### src/rtl/xor_stream_pkg.sv
// Shared types and helpers for the XOR stream accumulator.
package xor_stream_pkg;

    localparam int DEFAULT_WIDTH = 8;

    typedef enum logic [0:0] {
        ACCUM = 1'b0,
        HOLD  = 1'b1
    } state_t;

    function automatic int cnt_w(input int max_words);
        return $clog2(max_words + 1);
    endfunction

endpackage

### src/rtl/xor_reduce.sv
// Combinational reduction-XOR of one word; a WIDTH=2 instance is the classic 2-input XOR gate.
module xor_reduce #(
    parameter int WIDTH = 8
) (
    input  logic [WIDTH-1:0] data,
    output logic             parity
);

    assign parity = ^data;

endmodule

### src/rtl/xor_stream_accum.sv
// Folds a frame of words into an XOR signature, parity bit and saturating beat count.
// Optional expected-signature compare is enabled by defining XOR_CHECK_EN.
module xor_stream_accum
    import xor_stream_pkg::*;
#(
    parameter int WIDTH     = DEFAULT_WIDTH,
    parameter int MAX_WORDS = 16,
    localparam int CW       = cnt_w(MAX_WORDS)
) (
    input  logic             clk,
    input  logic             rst,
    input  logic             in_valid,
    output logic             in_ready,
    input  logic [WIDTH-1:0] in_data,
    input  logic             in_last,
`ifdef XOR_CHECK_EN
    input  logic [WIDTH-1:0] in_expect,
    output logic             out_mismatch,
`endif
    output logic             out_valid,
    input  logic             out_ready,
    output logic [WIDTH-1:0] out_xor,
    output logic             out_parity,
    output logic [CW-1:0]    out_count,
    output logic             out_overflow
);

    state_t           state_q, state_d;
    logic [WIDTH-1:0] acc_q, acc_d;
    logic [CW-1:0]    cnt_q, cnt_d;
    logic             ovf_q, ovf_d;
    logic [WIDTH-1:0] out_xor_q, out_xor_d;
    logic             out_parity_q, out_parity_d;
    logic [CW-1:0]    out_count_q, out_count_d;
    logic             out_overflow_q, out_overflow_d;
`ifdef XOR_CHECK_EN
    logic             out_mismatch_q, out_mismatch_d;
`endif

    logic [WIDTH-1:0] acc_next;
    logic [CW-1:0]    cnt_next;
    logic             ovf_next;
    logic             parity_next;
    logic             at_max;

    assign at_max   = (cnt_q == CW'(MAX_WORDS));
    assign acc_next = acc_q ^ in_data;
    assign cnt_next = at_max ? cnt_q : cnt_q + CW'(1);
    assign ovf_next = ovf_q | at_max;

    xor_reduce #(.WIDTH(WIDTH)) u_parity (
        .data   (acc_next),
        .parity (parity_next)
    );

    always_comb begin
        // NOTE: every _d defaults to its _q first so no path leaves a signal unassigned (no latches).
        state_d        = state_q;
        acc_d          = acc_q;
        cnt_d          = cnt_q;
        ovf_d          = ovf_q;
        out_xor_d      = out_xor_q;
        out_parity_d   = out_parity_q;
        out_count_d    = out_count_q;
        out_overflow_d = out_overflow_q;
`ifdef XOR_CHECK_EN
        out_mismatch_d = out_mismatch_q;
`endif
        case (state_q)
            ACCUM: begin
                if (in_valid) begin
                    if (in_last) begin
                        // Last beat: publish the folded result and start the next frame clean.
                        out_xor_d      = acc_next;
                        out_parity_d   = parity_next;
                        out_count_d    = cnt_next;
                        out_overflow_d = ovf_next;
`ifdef XOR_CHECK_EN
                        out_mismatch_d = (acc_next != in_expect);
`endif
                        acc_d          = '0;
                        cnt_d          = '0;
                        ovf_d          = 1'b0;
                        state_d        = HOLD;
                    end else begin
                        acc_d = acc_next;
                        cnt_d = cnt_next;
                        ovf_d = ovf_next;
                    end
                end
            end
            HOLD: begin
                if (out_ready) state_d = ACCUM;
            end
            default: state_d = ACCUM;
        endcase
    end

    // NOTE: sequential state uses non-blocking assignments so all flops update together at the edge.
    always_ff @(posedge clk) begin
        if (rst) begin
            state_q        <= ACCUM;
            acc_q          <= '0;
            cnt_q          <= '0;
            ovf_q          <= 1'b0;
            out_xor_q      <= '0;
            out_parity_q   <= 1'b0;
            out_count_q    <= '0;
            out_overflow_q <= 1'b0;
`ifdef XOR_CHECK_EN
            out_mismatch_q <= 1'b0;
`endif
        end else begin
            state_q        <= state_d;
            acc_q          <= acc_d;
            cnt_q          <= cnt_d;
            ovf_q          <= ovf_d;
            out_xor_q      <= out_xor_d;
            out_parity_q   <= out_parity_d;
            out_count_q    <= out_count_d;
            out_overflow_q <= out_overflow_d;
`ifdef XOR_CHECK_EN
            out_mismatch_q <= out_mismatch_d;
`endif
        end
    end

    assign in_ready     = (state_q == ACCUM);
    assign out_valid    = (state_q == HOLD);
    assign out_xor      = out_xor_q;
    assign out_parity   = out_parity_q;
    assign out_count    = out_count_q;
    assign out_overflow = out_overflow_q;
`ifdef XOR_CHECK_EN
    assign out_mismatch = out_mismatch_q;
`endif

endmodule

### config.mk
export PLATFORM = sky130hd
export DESIGN_NAME = xor_stream_accum
export DESIGN_NICKNAME = d
export VERILOG_FILES = /design/src/rtl/xor_stream_pkg.sv /design/src/rtl/xor_reduce.sv /design/src/rtl/xor_stream_accum.sv
export SDC_FILE = /design/constraint.sdc
export NUM_CORES = 1
export LEC_CHECK = 0
export ABC_AREA = 1
export BUFFER_PORTS_ARGS = -buffer_cell sky130_fd_sc_hd__buf_2
export CAP_MARGIN = 20
export CORE_ASPECT_RATIO = 1.25
export CORE_UTILIZATION = 39
export DETAILED_ROUTE_END_ITERATION = 7
export PLACE_DENSITY = 0.64
export RECOVER_POWER = 50
export SLEW_MARGIN = 20
export SYNTH_ARGS = -nofsm -noshare
export SYNTH_HDL_FRONTEND = slang
export SYNTH_SLANG_ARGS = --single-unit
### constraint.sdc
create_clock -name clk -period 1.9 [get_ports clk]
set_input_delay 0.19 -clock clk [delete_from_list [all_inputs] [get_ports clk]]
set_output_delay 0.19 -clock clk [all_outputs]
set_load 0.02 [all_outputs]
-- Yosys cells after proc, flatten, opt, wreduce, memory -nomap -nowiden
Index checks and enable logic that the tools add are counted.
- equality and inequality tests: 1
- mux-type cells: 8
- add/subtract/negate cells: 1
- bitwise operators: 3
- reductions and logical operators: 3
- operators by type and width (kind ; count):
    $mux W5 ; 2
    $mux W8 ; 1
    $reduce_xor A8 Y1 ; 1
    $xor A8 B8 Y8 ; 1
    $add A5 B1 Y5 const B ; 1
    $eq A5 B5 Y1 const B ; 1
    $mux W1 ; 4
    $reduce_and A3 Y1 ; 1
    $pmux W1 S2 ; 1
    $reduce_and A2 Y1 ; 1
    $not A1 Y1 ; 1
    $or A1 B1 Y1 ; 1
- register bits: 30
- word-level logic and storage cells: 24
- output and inout bits: 17
- bits of input ports: 13

-- Depth between registers and ports, before layout
Gate-level depths: netlist of run 1.
- depth in word-level cells: 3
- gate-level depth with buffers: 11
- gate-level depth less buffers: 11

-- Cells and area by module
Synthesis of run 1 repeated with hierarchy kept, for this count alone.
- cells, all modules: 210
- area, all modules: 1463.9 sq um
- by module, submodules not included (module ; seq. area each (sq um) ; instances ; cells each ; area each (sq um)):
    xor_stream_accum ; 600.6 ; 1 ; 163 ; 1287.5
    xor_reduce ; 0.0 ; 1 ; 47 ; 176.4

-- Worst setup path before layout of run 1
OpenSTA, ideal clock, no wires.
- path type: register to register
- start: register state_q (netlist: out_valid)
- end: register out_xor_q[0] (netlist: out_xor[0])
- arrival time: 1.169 ns
- cell stages (with the launch flop): 8
- library setup time: 0.067 ns
- period minus slack after synthesis: 1.236 ns
- slack: 0.664 ns
- path buffers: 1
- required time: 1.833 ns
- cells stage by stage: dfxtp_1 inv_2 nand2_4 inv_4 a21oi_4 buf_6 nand2_1 o21ai_2
- word-level cells in the longest chain between the ends: 2
- RTL lines (element ; line ; RTL):
    start: declaration ; xor_stream_accum.sv:28 ; state_t state_q, state_d;
    start signal: assignment ; xor_stream_accum.sv:114 ; state_q <= state_d;
    $not A1 Y1 (no line) ; n/a ;
    net in_ready ; xor_stream_accum.sv:13 ; output logic in_ready,
    $reduce_and A3 Y1 (no line) ; n/a ;
    end signal: assignment ; xor_stream_accum.sv:118 ; out_xor_q <= out_xor_d;
    end: declaration ; xor_stream_accum.sv:32 ; logic [WIDTH-1:0] out_xor_q, out_xor_d;
The timed path passes the listed nets, and every way through them passes these cells.
A chain may end at the register's enable or synchronous reset.

-- Worst setup path after layout of run 1
- start: register state_q (netlist: out_valid)
- end: register ovf_q
- word-level cells in the longest chain between the ends: 2
- RTL lines (element ; line ; RTL):
    $not A1 Y1 (no line) ; n/a ;
    $reduce_and A2 Y1 (no line) ; n/a ;
    end signal: assignment ; xor_stream_accum.sv:117 ; ovf_q <= ovf_d;
    end: declaration ; xor_stream_accum.sv:31 ; logic ovf_q, ovf_d;
No other way between the ends.

==> impl_metrics.ini, run 1 <==
[grt]
grt_overflow_total = 0
met2_usage = 0.292
use_met3 = 0.0585
grt_usage = 0.167
first_global_vias = 1233
maximum_number_of_pins_on_one_net_before_global_route_repair = 17
grt_first_pass_wirelength_um = 5260
grt_antenna_before_repair = 0
groute.layer.met1.usage = 0.178
grt_busiest_layer = met2

[timing]
slew_headroom = 0.702
timing_max_transition_violations_final = 0
rsz0062_at_grt = no
fmax_mhz = 723
slack_of_the_critical_path_ps = 517
fin_setup_tns_ps = 0
final_min_period_over_clock_period = 0.728
report.final.hold_viol_count = 0
clock-skew-final_ps = 6.30
post-route-min-period_ps = 1380
finalSetupViolations = 0
tightestPinTransition_ps = 446

[synthesis]
ys_ff_latch = 30
synth_compound_gate_area_share = 0.145
yosys.area_share.adder = 0.0159
synth_simple_gate_area_share = 0.348
muxShareOfSynthArea = 0
dominant_cell_type_by_area_after_synthesis = dfxtp_1
post_synth.cell_area_avg_sq_um = 7.22
postSynthNetCount = 233
synth-async-reset-ratio = 0
synth_top_flop_cell = dfxtp_1
synth_top_area_share = 0.382
dominant_combinational_cell_family_by_area_after_synthesis = simple AND/OR/NAND/NOR gates
synth.top_cells.by_area = dfxtp_1 38%, nand2_1 21%, nand2_2 7.6%
synth_edf_count = 0
synth_sequential_area_ratio = 0.382
synth.cell_area_sq_um = 1570
post_synth_inst_count = 218
synthXorXnorAreaFrac = 0.0223
ys_types = 27
synth.yosys.warnings = 0

[routing]
drt-initial-drc-count = 26
route.vias.total = 1366
final_antenna_net_count = 0
route.detailed.wl_per_inst_um = 10.1
first_pass_iters = 4
finalWirelength_um = 3060
drc_errors = 0
viasPerCell = 4.49

[clock_tree]
clkSlewWorstSetupHoldPaths_ps = 60
cts-htree-levels = 2
postCtsResizedCells = 0
cts_hold_repair_buffers = 0
clock_sinks = 30
clock-root-buffer = clkbuf_8
tritoncts.num_buffers = 5
cts_tree = yes
clockBufferDepth = 2
clkLatencyLatePin_ps = 290
cts_setup_buffers = 0

[placement]
hpwlAfterDp_um = 2150
place.gp.congestion = 0.825
port_buffers = 29
place.detailed.instances = 296
place_worst_setup_slack_ps = 553

[power]
p_switching_w = 0.000421
power_density_nw_per_um2 = 834
intPower_w = 0.00111
power_switching_share = 0.274
clockPowerShare = 0.412
leakage_nw = 0.816
largest_voltage_drop_on_the_vdd_net_mv = 0.423
power.share.sequential = 0.437
part_of_the_total_power_dissipated_in_combinational_logic = 0.150

[floorplanning]
core_sq_um = 3820
chipWidth_um = 58.8
start_util = 0.412
die_height_um = 73.0
die-area_sq_um = 4300
rows = 25
io_pins = 30

[final_layout]
final_layout_size_suffix_gt1_frac = 0.260
final-instance-count-excl-fill = 304
ant_diodes = 0
area_delta_synth_final_pct = 16.9
nNetsFinal = 264

[worst_setup_path]
timing.critical_path.fanout_max = 16
cp_data_arrival_time_ps = 1610
reg2reg_setup_slack_ps = 520
critical_path.startpoint_type = register
setup.worst_path.class = reg2reg
required_ps = 2130
worstSetupEndpointType = register

[min_path]
hold_path.class = in2reg

[flow_run]
max_cap_viol_count = 0

[outcome]
status = completed
==> flip-flops by register name, summed over array words and instances, names as in the netlist <==
name and flops:
out_parity 1, out_overflow 1, out_valid 1, ovf_q 1, cnt_q 5, acc_q 8, out_count 5, out_xor 8
==> Yosys cell counts, types with 2 or more instances <==
cell	n
nand2_1	88
dfxtp_1	30
nand2_2	19
inv_1	15
a21oi_1	12
inv_2	9
o21ai_2	9
a22o_1	5
nand3_1	5
a21oi_2	2
buf_2	2
ha_1	2
inv_4	2
nand2_4	2
nor2_1	2
xnor2_1	2
xor2_1	2
==> critical path, stage by stage (launching register included) <==
cell     delay [ps]
dfxtp_1         330
inv_1            80
nand2_4         190
inv_4            70
a21oi_4         390
o21ai_0         150
nor2_1          100
==> placed cells by master (no fill, tap or decap) <==
cell       synthesis  layout
a21oi_4            1       1
bufinv_16          0       1
o31ai_1            1       1
nand2_4            2       2
nand3_1            5       5
clkbuf_8           0       5
nor2_4             1       1
o21ai_0            1       1
clkbuf_1           0      17
buf_2              2      12
a21oi_2            2       2
nor2_8             1       1
xor2_1             2       2
o21ai_2            9       9
nand2_1           88      88
ha_1               2       2
clkinv_2           0       2
inv_4              2       2
nand2_2           19      19
a21oi_1           12      12
a22o_1             5       5
or2_0              1       1
xnor2_1            2       2
inv_1             15      16
inv_2              9       8
nor2_1             2       2
dfxtp_1           30      30
nand4_1            1       1
==> layer usage <==
metal	vias to the layer above	part of all wire
met5	-	0
met4	0	0.014
met3	4	0.049
met2	22	0.50
met1	600	0.44
li1	740	-
==> power groups by stage <==
stage | Combinational [W] | Clock (W) | Sequential, W
2_1_floorplan | 0.000162 | 0 | 0.000701
3_3_place_gp | 0.000233 | 0 | 0.000684
3_5_place_dp | 0.000237 | 0 | 0.000685
4_1_cts | 0.000238 | 0.000653 | 0.000671
5_1_grt | 0.000258 | 0.000693 | 0.000674
6_report | 0.000231 | 0.000633 | 0.000671
==> logic make-up (layout without fill, tap and decap cells) <==
| kind of cell | count (synthesis) | after routing |
|---|---|---|
| flops | 30 | 30 |
| simple gates | 120 | 120 |
| compound gates | 31 | 31 |
| xor+xnor | 4 | 4 |
| fa+ha+maj | 2 | 2 |
| buf+inv | 31 | 63 |
==> path summary, 6_finish.rpt <==
check,from,end,cells past startpoint
setup / recovery,out_valid,ovf_q,6
hold reg to reg,out_parity,out_parity,2
setup reg to reg,out_valid,ovf_q,6
hold / removal,out_ready,out_valid,2
==> area by class of cell <==
| cell class | count | area (sq um) |
|---|---|---|
| clock buffers | 5 | 68.8 |
| repair buffers | 29 | 124 |
| fillers | 410 | 1980 |
| multi-input cells | 157 | 837 |
| flip-flops and latches | 30 | 601 |
| clock inverters | 3 | 40.0 |
| inverters | 26 | 103 |
| well taps | 54 | 67.6 |
==> through the flow <==
step                utilization  area, sq um  total power, W  hold slack, ps
floorplan                     -         1570        0.000863             293
global placement          0.459         1750        0.000917             394
detailed placement        0.459         1750        0.000922             404
global route              0.482         1840         0.00163            88.8
finish                    0.482         1840         0.00154             107
CTS                       0.488         1860         0.00156             102
Power figures use the tool's default switching activity.
==> run 2, diff against run 1 <==
clock period = 1.35 ns   (was 1.9 ns; I/O delays follow)
==> impl_metrics.ini, run 2 (synthesis gave the netlist of run 1 again) <==
[floorplanning]
core_sq_um = 3820
die_height_um = 73.0
die-area_sq_um = 4300
io_pins = 30
rows = 25
chipWidth_um = 58.8
start_util = 0.412

[final_layout]
finalInstanceArea_sq_um = 1880
final_layout_size_suffix_gt1_frac = 0.283
leading_cell_types_in_the_layout_fill_and_taps_excluded = 88 x nand2_1, 29 x dfxtp_1, 19 x nand2_2
area_delta_synth_final_pct = 19.5
nNetsFinal = 268
ant_diodes = 0
most_common_library_cell_in_the_layout_ignoring_fill_and_taps = nand2_1

[clock_tree]
clockBufferDepth = 2
clock-root-buffer = clkbuf_8
cts_setup_buffers = 0
tritoncts.num_buffers = 5
clkSlewWorstSetupHoldPaths_ps = 60
cts_tree = yes
cts-htree-levels = 2
cts_hold_repair_buffers = 0
clock_sinks = 30
postCtsResizedCells = 0
clkLatencyLatePin_ps = 280

[placement]
hpwlAfterDp_um = 2280
port_buffers = 29
placement.cell_area_sq_um = 1780
place.gp.congestion = 0.924

[worst_setup_path]
required_ps = 1560
reg2reg_setup_slack_ps = 120
timing.critical_path.fanout_max = 5
worstSetupEndpointType = register
critical_path.startpoint_type = register
reg2regPathDepth = 5
reg2reg_from = cnt_q[0]
cp_data_arrival_time_ps = 1440
worstSetupStartpoint = cnt_q[0]
regToRegEndpoint = cnt_q[2]
setup.worst_path.class = reg2reg

[power]
largest_voltage_drop_on_the_vdd_net_mv = 0.718
power_density_nw_per_um2 = 1130
leakage_nw = 0.837
finalPower_w = 0.00212

[timing]
fmax_mhz = 812
timing_max_transition_violations_final = 0
slew_headroom = 0.783
rsz0062_at_grt = no
tightestPinTransition_ps = 324
clock-skew-final_ps = 5.91
final_min_period_over_clock_period = 0.912
fin_setup_tns_ps = 0
report.final.hold_viol_count = 0
post-route-min-period_ps = 1230
finalSetupViolations = 0

[routing]
route.detailed.wl_per_inst_um = 10.0
drt-initial-drc-count = 41
drc_errors = 0
route.vias.total = 1377
finalWirelength_um = 3090
first_pass_iters = 4
final_antenna_net_count = 0
viasPerCell = 4.47

[grt]
first_global_vias = 1329
grt_first_pass_wirelength_um = 5510
maximum_number_of_pins_on_one_net_before_global_route_repair = 14
grt_antenna_before_repair = 0
grt_overflow_total = 0
grt_usage = 0.170

[flow_run]
max_cap_viol_count = 0

[outcome]
status = completed

[min_path]
min_delay_worst_endpoint = out_valid
hold_path.class = in2reg
whs_path_depth = 2
min-delay-start = out_ready
[run 2: cell types whose count changed in the layout (fill, tap and decap cells not counted)]
cell / delta
buf_4: +4
clkbuf_8: +3
clkinv_2: -2
bufinv_16: -1
dfxtp_1: -1
dfxtp_2: +1
inv_1: -1
inv_2: +1
xor2_1: -1
xor2_2: +1
[run 2: where the power goes]
part	internal [W]	switching, W	total (W)
registers	0.000920	0.0000244	0.000945
logic	0.000117	0.000219	0.000336
clock network	0.000514	0.000325	0.000839
[run 2: per-layer routing]
metal	share of wire	GRT usage	vias to the layer above
met2	0.48	0.292	19
met5	0	0	-
met4	0.022	0.0952	0
li1	-	-	744
met3	0.033	0.0337	5
met1	0.47	0.195	609
[run 2: worst max-delay path: stages, from the launching register on]
cell and delay [ps]:
dfxtp_2 350, ha_1 220, or2_0 240, a21oi_2 170, nand2_1 80, a21oi_2 120
[run 2: worst max-delay path by stage]
| stage | to | slack [ps] |
|---|---|---|
| after floorplan | out_xor[0] | 110 |
| after global placement | cnt_q[0] | 130 |
| after detailed placement | cnt_q[0] | 110 |
| after CTS | cnt_q[0] | 90 |
| after global routing | cnt_q[2] | 7 |
| final | cnt_q[2] | 120 |
[run 2: stage by stage]
step | hold slack (ps) | cells | utilization | setup slack, ps
detailed placement | 339 | 300 | 0.467 | 109
CTS | 43.8 | 308 | 0.496 | 89.8
finish | 52.1 | 308 | 0.493 | 119
global route | 49.5 | 308 | 0.493 | 6.61
floorplan | 238 | 218 | - | 114
global placement | 343 | 300 | 0.467 | 133
[run 2: final cells by class]
class,instances,area [sq um]
clock buffers,8,110
repair buffers,33,154
multi-input cells,157,845
inverters,26,103
well taps,54,67.6
fillers,410,1940
flip-flops and latches,30,602
==> run 3, diff against run 2 <==
ABC_AREA = 0   (was 1)
PLACE_DENSITY = 0.65   (was 0.64)
==> impl_metrics.ini, run 3 <==
[floorplanning]
die-area_sq_um = 3610
die_height_um = 66.9
core_sq_um = 3220
chipWidth_um = 53.9
rows = 23
io_pins = 30
start_util = 0.408

[routing]
route.detailed.wl_per_inst_um = 13.0
drt-initial-drc-count = 26
viasPerCell = 5.04
finalWirelength_um = 2910
route.vias.total = 1129
drc_errors = 0
first_pass_iters = 4
final_antenna_net_count = 0

[power]
clockPowerShare = 0.363
finalPower_w = 0.00202
largest_voltage_drop_on_the_vdd_net_mv = 0.865
power_density_nw_per_um2 = 1170
intPower_w = 0.00149
leakage_nw = 0.669
power_switching_share = 0.263
power.share.sequential = 0.471
p_switching_w = 0.000532
part_of_the_total_power_dissipated_in_combinational_logic = 0.166

[timing]
clock-skew-final_ps = 3.62
fin_worst_hold_slack_ps = 50.5
tightestPinTransition_ps = 374
slew_headroom = 0.750
rsz0062_at_grt = yes
report.final.hold_viol_count = 0
post-route-min-period_ps = 1310
finalSetupViolations = 0
fmax_mhz = 764
final_min_period_over_clock_period = 0.969
timing_max_transition_violations_final = 0

[clock_tree]
clockBufferDepth = 2
clock_sinks = 30
cts_tree = yes
clkSlewWorstSetupHoldPaths_ps = 60
cts-htree-levels = 2
clock-root-buffer = clkbuf_8
tritoncts.num_buffers = 5
cts_hold_repair_buffers = 0
clkLatencyLatePin_ps = 280

[synthesis]
postSynthNetCount = 161
synth-async-reset-ratio = 0
synth.yosys.warnings = 0
post_synth.cell_area_avg_sq_um = 9.00
synth_top_area_share = 0.457
ys_ff_latch = 30
synth.top_cells.by_area = dfxtp_1 46%, xnor2_1 10%, o21ai_0 7.2%
ys_types = 25
synth_top_flop_cell = dfxtp_1
synth_sequential_area_ratio = 0.457
synth.cell_area_sq_um = 1310
post_synth_inst_count = 146
synth_top_cells_by_count = 30 x dfxtp_1, 19 x o21ai_0, 15 x xnor2_1
synth_edf_count = 0
yosysMostFrequentCell = dfxtp_1
dominant_cell_type_by_area_after_synthesis = dfxtp_1

[final_layout]
final-instance-count-excl-fill = 224
area_delta_synth_final_pct = 32.0
most_common_library_cell_in_the_layout_ignoring_fill_and_taps = dfxtp_1
ant_diodes = 0
nNetsFinal = 201
finalInstanceArea_sq_um = 1730
final_layout_size_suffix_gt1_frac = 0.289
leading_cell_types_in_the_layout_fill_and_taps_excluded = 25 x dfxtp_1, 18 x o21ai_0, 18 x clkbuf_1

[grt]
grt_antenna_before_repair = 0
first_global_vias = 1053
grt_usage = 0.178
grt_overflow_total = 0
maximum_number_of_pins_on_one_net_before_global_route_repair = 17
grt_first_pass_wirelength_um = 4510

[worst_setup_path]
worstSetupEndpointType = register
setup.worst_path.class = reg2reg
required_ps = 1520
critical_path.startpoint_type = register
cp_data_arrival_time_ps = 1480
timing.critical_path.fanout_max = 5

[outcome]
status = completed

[placement]
placement.cell_area_sq_um = 1550
hpwlAfterDp_um = 2190
port_buffers = 29
place.gp.congestion = 0.785
place.detailed.instances = 215

[flow_run]
max_cap_viol_count = 0

[min_path]
hold_path.class = in2reg
-- run 3: changes by cell type after synthesis, moves of 3 or more --
cell,change
inv_2,-9
nor2_1,+12
nand2_1,-76
nand2_2,-19
inv_1,-10
o21ai_0,+18
xnor2_1,+13
clkbuf_1,+3
nand3b_1,+10
nand3_1,-3
o21ai_2,-9
-- run 3: path summary, 6_finish.rpt --
kind	startpoint	end	slack, ps	cells after the start
worst max-delay path	cnt_q[0]	cnt_q[2]	40	7
worst min-delay path	out_ready	out_valid	50	2
worst max register to register	cnt_q[0]	cnt_q[2]	40	7
worst min register to register	out_overflow	out_overflow	440	2
-- run 3: cell type report --
| type | instances | area [sq um] |
|---|---|---|
| clock inverters | 1 | 5.00 |
| multi-input cells | 105 | 767 |
| fillers | 294 | 1490 |
| clock buffers | 7 | 86.3 |
| inverters | 5 | 21.3 |
| flip-flops and latches | 30 | 609 |
| repair buffers | 39 | 199 |
| well taps | 37 | 46.3 |
-- run 3: worst max-delay path, cell delays in order, from the launching register on --
cell,delay [ps]
dfxtp_4,360
inv_4,60
ha_4,100
and4bb_2,270
inv_2,60
and4b_1,190
a21oi_2,100
nor2_1,50
-- run 3: kinds of logic (layout without fill, tap and decap cells) --
logic type               after synthesis  in the layout  share of synthesized area
flip-flops                            30             30                      0.457
AO/OA/AOI/OAI                         41             41                      0.177
XOR/XNOR                              18             18                      0.130
buffers and inverters                 11             52                     0.0343
AND/OR/NAND/NOR                       44             44                      0.182
adder cells (fa/ha/maj)                2              2                     0.0190
-- run 3: metrics by stage --
step	util	setup WS [ps]	setup TNS [ps]
after CTS	0.512	4.12	0
after global routing	0.538	-17.0	-33.4
after detailed placement	0.480	-249	-3150
after floorplan	-	36.8	0
after global placement	0.480	-168	-2050
final	0.538	41.2	0
-- run 3: repair_timing --
action,CTS,global route
setup endpoints to repair,18,22
gates resized for setup,4,25
setup buffers,0,1
pin swaps,0,6
-- run 3: power groups by stage --
stage	Clock [W]	Combinational (W)	Sequential, W
detailed placement	0	0.000312	0.000967
CTS	0.000749	0.000318	0.000949
global route	0.000789	0.000367	0.000957
finish	0.000735	0.000336	0.000954
floorplan	0	0.000179	0.000992
global placement	0	0.000304	0.000964
-- run 3: layer usage --
metal  wire, um  vias up  track usage
met3        127        5       0.0616
li1           -      583            -
met5          0        -            0
met1       1260      523        0.195
met2       1480       18        0.298
met4         44        0       0.0822
